`src/rtl/vga_timing_pkg.sv`:
```
// Shared vertical/horizontal timing types: phase enum, phase-order codes, counter width helper.
package vga_timing_pkg;

   typedef enum logic [1:0] {
      PH_ACTIVE,
      PH_BACK,
      PH_SYNC,
      PH_FRONT
   } phase_t;

   localparam logic ORDER_SYNC_LAST  = 1'b0;
   localparam logic ORDER_SYNC_FIRST = 1'b1;

   // Four phases of up to 2^YRES-1 lines each fit in two extra bits.
   localparam int TOTAL_EXTRA_BITS = 2;

   function automatic int total_width(input int yres);
      return yres + TOTAL_EXTRA_BITS;
   endfunction

endpackage

```
`src/rtl/line_end_falling_oneshot.sv`:
```
// Registered falling-edge detector: pulse is high for one cycle after level is sampled 1->0.
// Latency 1 cycle; no backpressure. Reset clears history so an edge during reset is lost.
module line_end_falling_oneshot (
   input  logic clock,
   input  logic reset,
   input  logic level,
   output logic pulse
);

   logic level_q;

   always_ff @(posedge clock) begin
      if (reset) begin
         level_q <= 1'b0;
         pulse   <= 1'b0;
      end else begin
         level_q <= level;
         pulse   <= level_q & ~level;
      end
   end

endmodule

```
`src/rtl/vsync_timing_gen.sv`:
```
// Vertical timing generator: line counter with frame-shadowed phase lengths and selectable order.
// LineEnd fall at n -> outputs at n+2; no backpressure. Optional frame_count via VSYNC_FRAME_COUNT_EN.
module vsync_timing_gen
   import vga_timing_pkg::*;
#(
   parameter int YRES             = 10,
   parameter bit SYNC_ACTIVE_HIGH = 1'b0
) (
   input  logic            clock,
   input  logic            reset,
   input  logic            LineEnd,
   input  logic [YRES-1:0] ActiveVideo,
   input  logic [YRES-1:0] BackPorch,
   input  logic [YRES-1:0] SynchPulse,
   input  logic [YRES-1:0] FrontPorch,
   input  logic            sync_first,
   output logic            vsync,
   output logic [YRES-1:0] yposition,
   output logic            video_on,
   output logic            frame_start
`ifdef VSYNC_FRAME_COUNT_EN
   ,
   output logic [15:0]     frame_count
`endif
);

   localparam int   TW      = total_width(YRES);
   localparam logic VS_IDLE = !SYNC_ACTIVE_HIGH;

   logic            line_adv;
   logic [YRES-1:0] a_q, b_q, s_q, f_q;
   logic            order_q;
   logic [TW-1:0]   a_w, b_w, s_w, f_w;
   logic [TW-1:0]   total;
   logic [TW-1:0]   ycount;
   logic            total_zero;
   logic            wrap;
   logic            wrap_q;
   logic            resample;
   logic [TW-1:0]   act_lo, back_lo, sync_lo;
   phase_t          phase;

   line_end_falling_oneshot u_line_end (
      .clock (clock),
      .reset (reset),
      .level (LineEnd),
      .pulse (line_adv)
   );

   assign a_w        = TW'(a_q);
   assign b_w        = TW'(b_q);
   assign s_w        = TW'(s_q);
   assign f_w        = TW'(f_q);
   assign total      = a_w + b_w + s_w + f_w;
   assign total_zero = (total == '0);
   assign wrap       = line_adv && !total_zero && (ycount == total - TW'(1));
   // A zero-length frame keeps tracking the inputs so it can restart as soon as they become valid.
   assign resample   = reset || wrap || total_zero;

   always_ff @(posedge clock) begin
      if (resample) begin
         a_q     <= ActiveVideo;
         b_q     <= BackPorch;
         s_q     <= SynchPulse;
         f_q     <= FrontPorch;
         order_q <= sync_first;
      end
   end

   always_ff @(posedge clock) begin
      if (reset) begin
         ycount <= '0;
         wrap_q <= 1'b0;
      end else begin
         wrap_q <= wrap;
         if (total_zero || wrap) begin
            ycount <= '0;
         end else if (line_adv) begin
            ycount <= ycount + TW'(1);
         end
      end
   end

   function automatic logic in_range(input logic [TW-1:0] v,
                                     input logic [TW-1:0] lo,
                                     input logic [TW-1:0] len);
      return (v >= lo) && (v < lo + len);
   endfunction

   always_comb begin
      act_lo  = '0;
      back_lo = a_w;
      sync_lo = a_w + b_w;
      if (order_q == ORDER_SYNC_FIRST) begin
         sync_lo = '0;
         back_lo = s_w;
         act_lo  = s_w + b_w;
      end
      // Empty ranges never match, so zero-length phases fall through naturally.
      phase = PH_FRONT;
      if (in_range(ycount, act_lo, a_w)) begin
         phase = PH_ACTIVE;
      end else if (in_range(ycount, back_lo, b_w)) begin
         phase = PH_BACK;
      end else if (in_range(ycount, sync_lo, s_w)) begin
         phase = PH_SYNC;
      end
   end

   always_ff @(posedge clock) begin
      if (reset) begin
         vsync       <= VS_IDLE;
         yposition   <= '0;
         video_on    <= 1'b0;
         frame_start <= 1'b0;
      end else begin
         vsync       <= (phase == PH_SYNC) ? !VS_IDLE : VS_IDLE;
         video_on    <= (phase == PH_ACTIVE);
         yposition   <= (phase == PH_ACTIVE) ? YRES'(ycount - act_lo) : '0;
         frame_start <= wrap_q;
      end
   end

`ifdef VSYNC_FRAME_COUNT_EN
   always_ff @(posedge clock) begin
      if (reset) begin
         frame_count <= '0;
      end else if (wrap_q) begin
         frame_count <= frame_count + 16'd1;
      end
   end
`endif

endmodule
```
`config.mk`:
```
export PLATFORM = sky130hd
export DESIGN_NAME = vsync_timing_gen
export DESIGN_NICKNAME = d
export VERILOG_FILES = /design/src/rtl/vga_timing_pkg.sv /design/src/rtl/line_end_falling_oneshot.sv /design/src/rtl/vsync_timing_gen.sv
export SDC_FILE = /design/constraint.sdc
export NUM_CORES = 1
export LEC_CHECK = 0
export ABC_AREA = 1
export CAP_MARGIN = 10
export CORE_MARGIN = 2
export CORE_UTILIZATION = 52
export CTS_CLUSTER_SIZE = 25
export DETAILED_ROUTE_END_ITERATION = 10
export GPL_TIMING_DRIVEN = 0
export PLACE_DENSITY = 0.72
export SLEW_MARGIN = 20
export SYNTH_ARGS = -nofsm -noshare
export SYNTH_HDL_FRONTEND = slang
export SYNTH_SLANG_ARGS = --single-unit
```
`constraint.sdc`:
```
create_clock -name clock -period 6.65 [get_ports clock]
set_input_delay 1.33 -clock clock [delete_from_list [all_inputs] [get_ports clock]]
set_output_delay 1.33 -clock clock [all_outputs]
set_load 0.005 [all_outputs]
```
==> results.md, run 1 <==
- Status: completed
- Tightest Hold Check Type: reg2reg
- Sw Ratio: between 40% and 50%
- Pwr per Cell Area: around 220 nW/um^2
- DRT iter0 DRCs: 368
- Root buffer cell: clkbuf_16
- Vias in the first global route: roughly 6600
- Syn-to-layout area delta: 14.5%
- Crit path launch type: flop
- RePlAce Congestion: ~0.96
- Crit Path Max Fanout: 50
- Slew margin rel.: between 50% and 60%
- FF+latch count, synth: ~70
- Maximum vdd drop: 164 uV
- Final Util: 60.7%
- Period Utilization, post-route: between 70 and 80%
- Finished Layout Cells: between 1000 and 1500
- Async S/R FF share, synth: 0%
- Post-synth top area cell: ha_1
- First-pass GRT wire length: approximately 32 mm
- Layout cells sized above 1: 7.18%
- Max-cap viol count: 0
- H-tree levels: 3
- Setup violations, final: 0
- Resize count post-CTS: 0
- Drt total wl: about 19 mm
- Placed insts: 1254
- Post-DP HPWL: ~16 mm
- TritonCTS Sinks: around 70
- Worst slew pin tran: 724 ps
- FP Rows: 44
- Clock Latency Late Sink: about 350 ps
- Tot Pwr: 1.89 mW
- Reg area: around 1800 um^2
- Worst Hold Slack: around 410 ps
- Initial Util: 53.0%
- WL/cell: between 15 and 20 um
- Num CTS Buffers: 9
- Diodes inserted: 0
- Port Buffers: 56
- Main area contributors after synthesis: ha_1 (21%), edfxtp_1 (16%), nand2_1 (11%)
- Clock power share: a little over a quarter
- Post-synth EDFFs: 41
- Worst Skew: about 6.3 ps
- Chip width: between 100 and 150 um
- GRT Resource Usage Total: approximately 26%
- Clock slew at reported path FFs: approximately 60 ps
- Sequential area share after synthesis: 23.4%
- Number of hold violations in the final report: 0
- Congestion Overflow GR: 0
- Yosys top cell area share: between 20 and 25%
- Core area: approximately 14000 um^2
- Fin. max-slew vios: 0
- Die area: ~16000 um^2
- Setup TNS: 0 ps
- Int Power: between 1 and 1.5 mW
- Lkg Pwr: 4.31 nW
- Synthesized area per cell: around 7.5 um^2
- Boundary pin count: between 50 and 60
- Cells after Synth: 1014
- Crit. End Element: flop
- Yosys cell types: between 40 and 50
- Mapped cell area: approximately 7600 um^2
- Gate power share: a little under half
- DRT antenna net count: 0
- Sequential share of power: a little over a quarter
- Die Span Y: ~130 um
- Area of the multi-input gates: between 5000 and 6000 um^2
- Maximum clock path buffer count: 2
- Fmax: 0.196 GHz
- Net switching power: slightly below 0.8 mW
- Filler instances: 1300
- DRC Markers: 0
- Initial antenna violation count: 0
- Pin count of the biggest net entering global routing: ~50
- Clock tree from TritonCTS: done
- Critical path class: reg2reg
- 1st-pass router iterations: 5
- Critical path data required time: around 6700 ps
- RSZ-0062 raised after global routing: no
- Top FF cell, synth: edfxtp_1
- Post-CTS Hold Fix Bufs: 0
- Most frequent cells after synthesis: nand2_1 (216), inv_1 (163), ha_1 (126)
- Critical Path AT: 5120 ps
- Final min period: roughly 5100 ps
- Top-count cell post-synth: nand2_1
- Syn Nets: 1201
- Vias per cell: about 5.4
- Vias post-DR: just under 7000
- Post-CTS Setup Repair Bufs: 0
- Fin nets: around 1300
- Synthesis Warnings: 0
==> power groups by stage <==
stage               logic (mW)  clock network [mW]  registers (mW)
global placement         0.858                   0           0.504
global route              1.02               0.543           0.498
CTS                      0.881               0.522           0.495
detailed placement       0.873                   0           0.504
finish                   0.884               0.514           0.496
floorplan                0.691                   0           0.494
==> routing by layer <==
layer	track usage (%)	wire, um	vias up
li1	-	-	3502
met4	12.4	923	0
met3	4.58	877	48
met2	42.0	8600	148
met5	0	0	-
met1	32.8	8810	3104
==> state kept, by name, indices dropped and copies added (netlist names) <==
signal              cells
ycount                 12
f_q                    10
u_line_end.level_q      1
b_q                    10
s_q                    10
order_q                 1
yposition              10
u_line_end.pulse        1
vsync                   1
a_q                    10
video_on                1
frame_start             1
wrap_q                  1
==> final timing paths <==
kind | start | endpoint | slack, ps | cells past startpoint
setup / recovery | a_q[3]$_DFFE_PP_ | a_q[3]$_DFFE_PP_ | 1540 | 26
hold / removal | wrap_q$_SDFF_PP0_ | frame_start$_SDFF_PP0_ | 410 | 2
setup reg to reg | a_q[3]$_DFFE_PP_ | a_q[3]$_DFFE_PP_ | 1540 | 26
hold reg to reg | wrap_q$_SDFF_PP0_ | frame_start$_SDFF_PP0_ | 410 | 2
==> kinds of logic after synthesis <==
kind of cell	synth area share, %
adders and majority gates	25.1
and+or+nand+nor	25.5
AOI/OAI and AO/OA	12.1
DFF	23.4
xor gates and xnor gates	5.25
buffers and inverters	8.71
==> final cells by class <==
type | instances | area share (%)
multi-input cells | 772 | 59.2
flip-flops and latches | 69 | 20.5
well taps | 184 | 2.63
clock buffers | 11 | 3.14
clock inverters | 5 | 0.514
inverters | 167 | 7.16
repair buffers | 56 | 6.40
plain buffers | 6 | 0.443
==> critical path: stages, from the launching register on <==
cell      delay, ps
edfxtp_1        480
ha_1            390
inv_1           110
o21bai_1        100
nand3_1          80
nand2_1          70
a21oi_1         160
inv_1            70
a21oi_1         130
o21bai_1         90
or2_2           270
nand2_1          90
inv_1            60
fa_1            470
ha_1            400
nand2_1         120
nor3_1          290
nand3_1         160
nand3_1         180
xor2_1          210
inv_1            60
nand2_1          60
nand2_1          50
nor2_2          120
nand2_2          80
nand2_4         100
buf_12          290
==> cells in the final DEF (no fill, tap or decap), types with 4 or more instances in the layout <==
cell	instances
a21boi_0	5
a21oi_1	80
a31oi_1	7
clkbuf_1	5
clkbuf_16	11
clkdlybuf4s50_1	56
dfxtp_1	28
edfxtp_1	41
fa_1	17
ha_1	126
inv_1	163
nand2_1	216
nand2_2	12
nand3_1	52
nand3_2	4
nand4_1	6
nor2_1	71
nor2_2	6
nor2_4	12
nor3_1	20
o2111ai_1	5
o211ai_1	6
o21ai_0	30
o21bai_1	10
or2_2	17
xnor2_1	11
xor2_1	33
==> per-stage QoR <==
stage | cell area (um^2) | setup slack, ps
6_report | 8760 | 1540
5_1_grt | 8760 | 1140
4_1_cts | 8760 | 1550
3_5_place_dp | 8440 | 1560
3_3_place_gp | 8440 | 1590
2_1_floorplan | 7640 | 2400
Note: power is estimated with default switching activity, not from simulation.
==> inputs of run 2 (changes only) <==
==> constraint.sdc (replaced) <==
create_clock -name clock -period 5.4 [get_ports clock]
set_input_delay 1.08 -clock clock [delete_from_list [all_inputs] [get_ports clock]]
set_output_delay 1.08 -clock clock [all_outputs]
set_load 0.005 [all_outputs]
==> run 2 against run 1 <==
Critical path type unchanged. Sequential share of layout area about the same. Register-to-register slack worse by 1100 ps. Sequential power up 23%. Largest power group unchanged. Routed wire length increased by 0.15%. First-iteration DRC count increased by 27%. Combinational power grew 23%. Clock power increased by 23%. Global-route usage did not move. Flip-flop and latch count unchanged.
==> results.md, run 2 (synthesized netlist as in run 1, its figures left out) <==
- TritonCTS Sinks: 69 (unchanged)
- Cells on worst reg2reg path: 26 (unchanged)
- Most frequent cells in the layout: nand2_1 (216), inv_1 (163), ha_1 (126)
- Number of hold violations in the final report: 0 (unchanged)
- Most common cell after layout, fill and taps aside: nand2_1
- Area of the multi-input gates: 5200 um^2 (+0.19%)
- RSZ-0062 raised after global routing: no
- H-tree levels: 3 (unchanged)
- Worst slew pin tran: 724 ps (-0.416 ps)
- Core area: 14400 um^2 (unchanged)
- RePlAce Congestion: 0.961 (unchanged)
- Die area: 15700 um^2 (unchanged)
- WL/cell: 15.2 um (+0.15%)
- Tightest Hold Check Type: reg2reg
- Drt total wl: 19.2 mm (+0.15%)
- Filler instances: 1299 (-0.077%)
- Congestion Overflow GR: 0 (unchanged)
- First-pass GRT wire length: 31.7 mm (unchanged)
- Placed cell areas: 8440 um^2 (unchanged)
- Boundary pin count: 57 (unchanged)
- Finished Layout Cells: 1270 (unchanged)
- Clock slew at reported path FFs: 60 ps (about the same)
- Crit. End Element: flop
- Setup violations, final: 0 (unchanged)
- Root buffer cell: clkbuf_16
- Num CTS Buffers: 9 (unchanged)
- Crit-path max cell delay: 480 ps (about the same)
- Lkg Pwr: 4.32 nW (+0.11%)
- Cells on Worst Hold Path: 2 (unchanged)
- Post-CTS Setup Repair Bufs: 0 (unchanged)
- Die Span Y: 125 um (unchanged)
- Pin count of the biggest net entering global routing: 51 (unchanged)
- GRT Resource Usage Total: 25.6% (unchanged)
- Fin area: 8770 um^2 (+0.20%)
- Clock tree from TritonCTS: done
- Number of flip-flops in the largest register: 12 (unchanged)
- Maximum clock path buffer count: 2 (unchanged)
- Final setup margin: 416 ps (-1130 ps)
- Worst Hold Slack: 407 ps (-0.0600 ps)
- Reg area: 1790 um^2 (unchanged)
- Cell repeated most along the worst path: nand2_1
- Port Buffers: 56 (unchanged)
- Post-DP HPWL: 15.6 mm (unchanged)
- Setup TNS: 0 ps (unchanged)
- Layout cells sized above 1: 7.37% (+0.18 points)
- Diodes inserted: 0 (unchanged)
- Vias per cell: 5.34 (-0.22%)
- Pwr per Cell Area: 266 nW/um^2 (+23%)
- Top reg by flops: ycount
- DRT iter0 DRCs: 466 (+27%)
- Final min period: 4980 ps (-124 ps)
- Clock Latency Late Sink: 350 ps (about the same)
- 1st-pass router iterations: 5 (unchanged)
- Tot Pwr: 2.33 mW (+23%)
- Critical Path AT: 5000 ps (-120 ps)
- Chip width: 125 um (unchanged)
- Slew margin rel.: 51.7% (about the same)
- Status: completed
- Worst Skew: 6.42 ps (+0.0800 ps)
- Initial antenna violation count: 0 (unchanged)
- Maximum vdd drop: 201 uV (+23%)
- Fmax: 0.201 GHz (+2.5%)
- Critical path data required time: 5420 ps (-1240 ps)
- Fin. max-slew vios: 0 (unchanged)
- Vias in the first global route: 6601 (unchanged)
- Syn-to-layout area delta: 14.8%
- Vias post-DR: 6787 (-0.22%)
- Critical-path top delay cell: edfxtp_1
- Placed insts: 1254 (unchanged)
- DRC Markers: 0 (unchanged)
- Initial Util: 53.0% (unchanged)
- Period Utilization, post-route: 92.3% (+15 points)
- Critical path class: reg2reg
- Final Util: 60.8% (+0.12 points)
- Crit path launch type: flop
- FP Rows: 44 (unchanged)
- Crit Path Max Fanout: 50 (unchanged)
- Pre-CTS setup slack: 314 ps (-1250 ps)
- Fin nets: 1268 (unchanged)
- DRT antenna net count: 0 (unchanged)
- Max-cap viol count: 0 (unchanged)
[run 2: cell types whose count changed in the layout (fill, tap and decap cells not counted)]
cell	change
nor3_1	-1
buf_16	+1
nand3_1	-1
nor3_2	+1
nand3_2	+1
buf_12	-1
[run 2: worst paths after layout]
kind | from | endpoint | slack (ps)
worst min register to register | wrap_q$_SDFF_PP0_ | frame_start$_SDFF_PP0_ | 410
worst min-delay path | wrap_q$_SDFF_PP0_ | frame_start$_SDFF_PP0_ | 410
worst max register to register | a_q[3]$_DFFE_PP_ | a_q[3]$_DFFE_PP_ | 420
worst max-delay path | a_q[3]$_DFFE_PP_ | a_q[3]$_DFFE_PP_ | 420
[run 2: area by class of cell]
type | count | area share (%)
sequential | 69 | 20.4
clock buffer | 11 | 3.14
multi-input combinational | 772 | 59.2
tap | 184 | 2.62
inverter | 167 | 7.14
buffer | 6 | 0.528
clock inverter | 5 | 0.513
timing repair buffer | 56 | 6.39
[run 2: timing repair]
action                     4_1_cts  5_1_grt
hold buffers                     0        0
resized for setup                0        3
hold endpoints to repair         0        0
setup endpoints to repair        0       42
[run 2: where the power goes]
| part | internal (mW) | switching [mW] | leakage [nW] | total (mW) |
|---|---|---|---|---|
| registers | 0.583 | 0.0276 | 0.628 | 0.610 |
| clock network | 0.374 | 0.259 | 0.155 | 0.633 |
| logic | 0.417 | 0.673 | 3.53 | 1.09 |
| total | 1.37 | 0.959 | 4.32 | 2.33 |
[run 2: per-layer routing]
layer | track usage [%] | vias up | wire [um] | part of all wire [%]
met5 | 0 | - | 0 | 0
met4 | 12.4 | 0 | 944 | 4.9
met3 | 4.58 | 52 | 864 | 4.5
met2 | 42.0 | 153 | 8590 | 45
met1 | 32.8 | 3081 | 8840 | 46
li1 | - | 3501 | - | -
[run 2: worst max-delay path: cells and delay by family, from the launching register on]
family	cells	cell delay, ps
adders and majority gates	3	1260
and+or+nand+nor	13	1580
AOI/OAI and AO/OA	4	480
buffers and inverters	5	570
DFF	1	480
xor gates and xnor gates	1	210
==> inputs of run 3 (changes only) <==
--- a/config.mk
+++ b/config.mk
@@ -12,6 +12,7 @@
 export CTS_CLUSTER_SIZE = 25
 export DETAILED_ROUTE_END_ITERATION = 10
 export GPL_TIMING_DRIVEN = 0
+export HOLD_SLACK_MARGIN = 0.08
 export PLACE_DENSITY = 0.72
 export SLEW_MARGIN = 20
 export SYNTH_ARGS = -nofsm -noshare
==> results of run 3 <==
Final layout, timing and power as in run 2 (identical DEF).
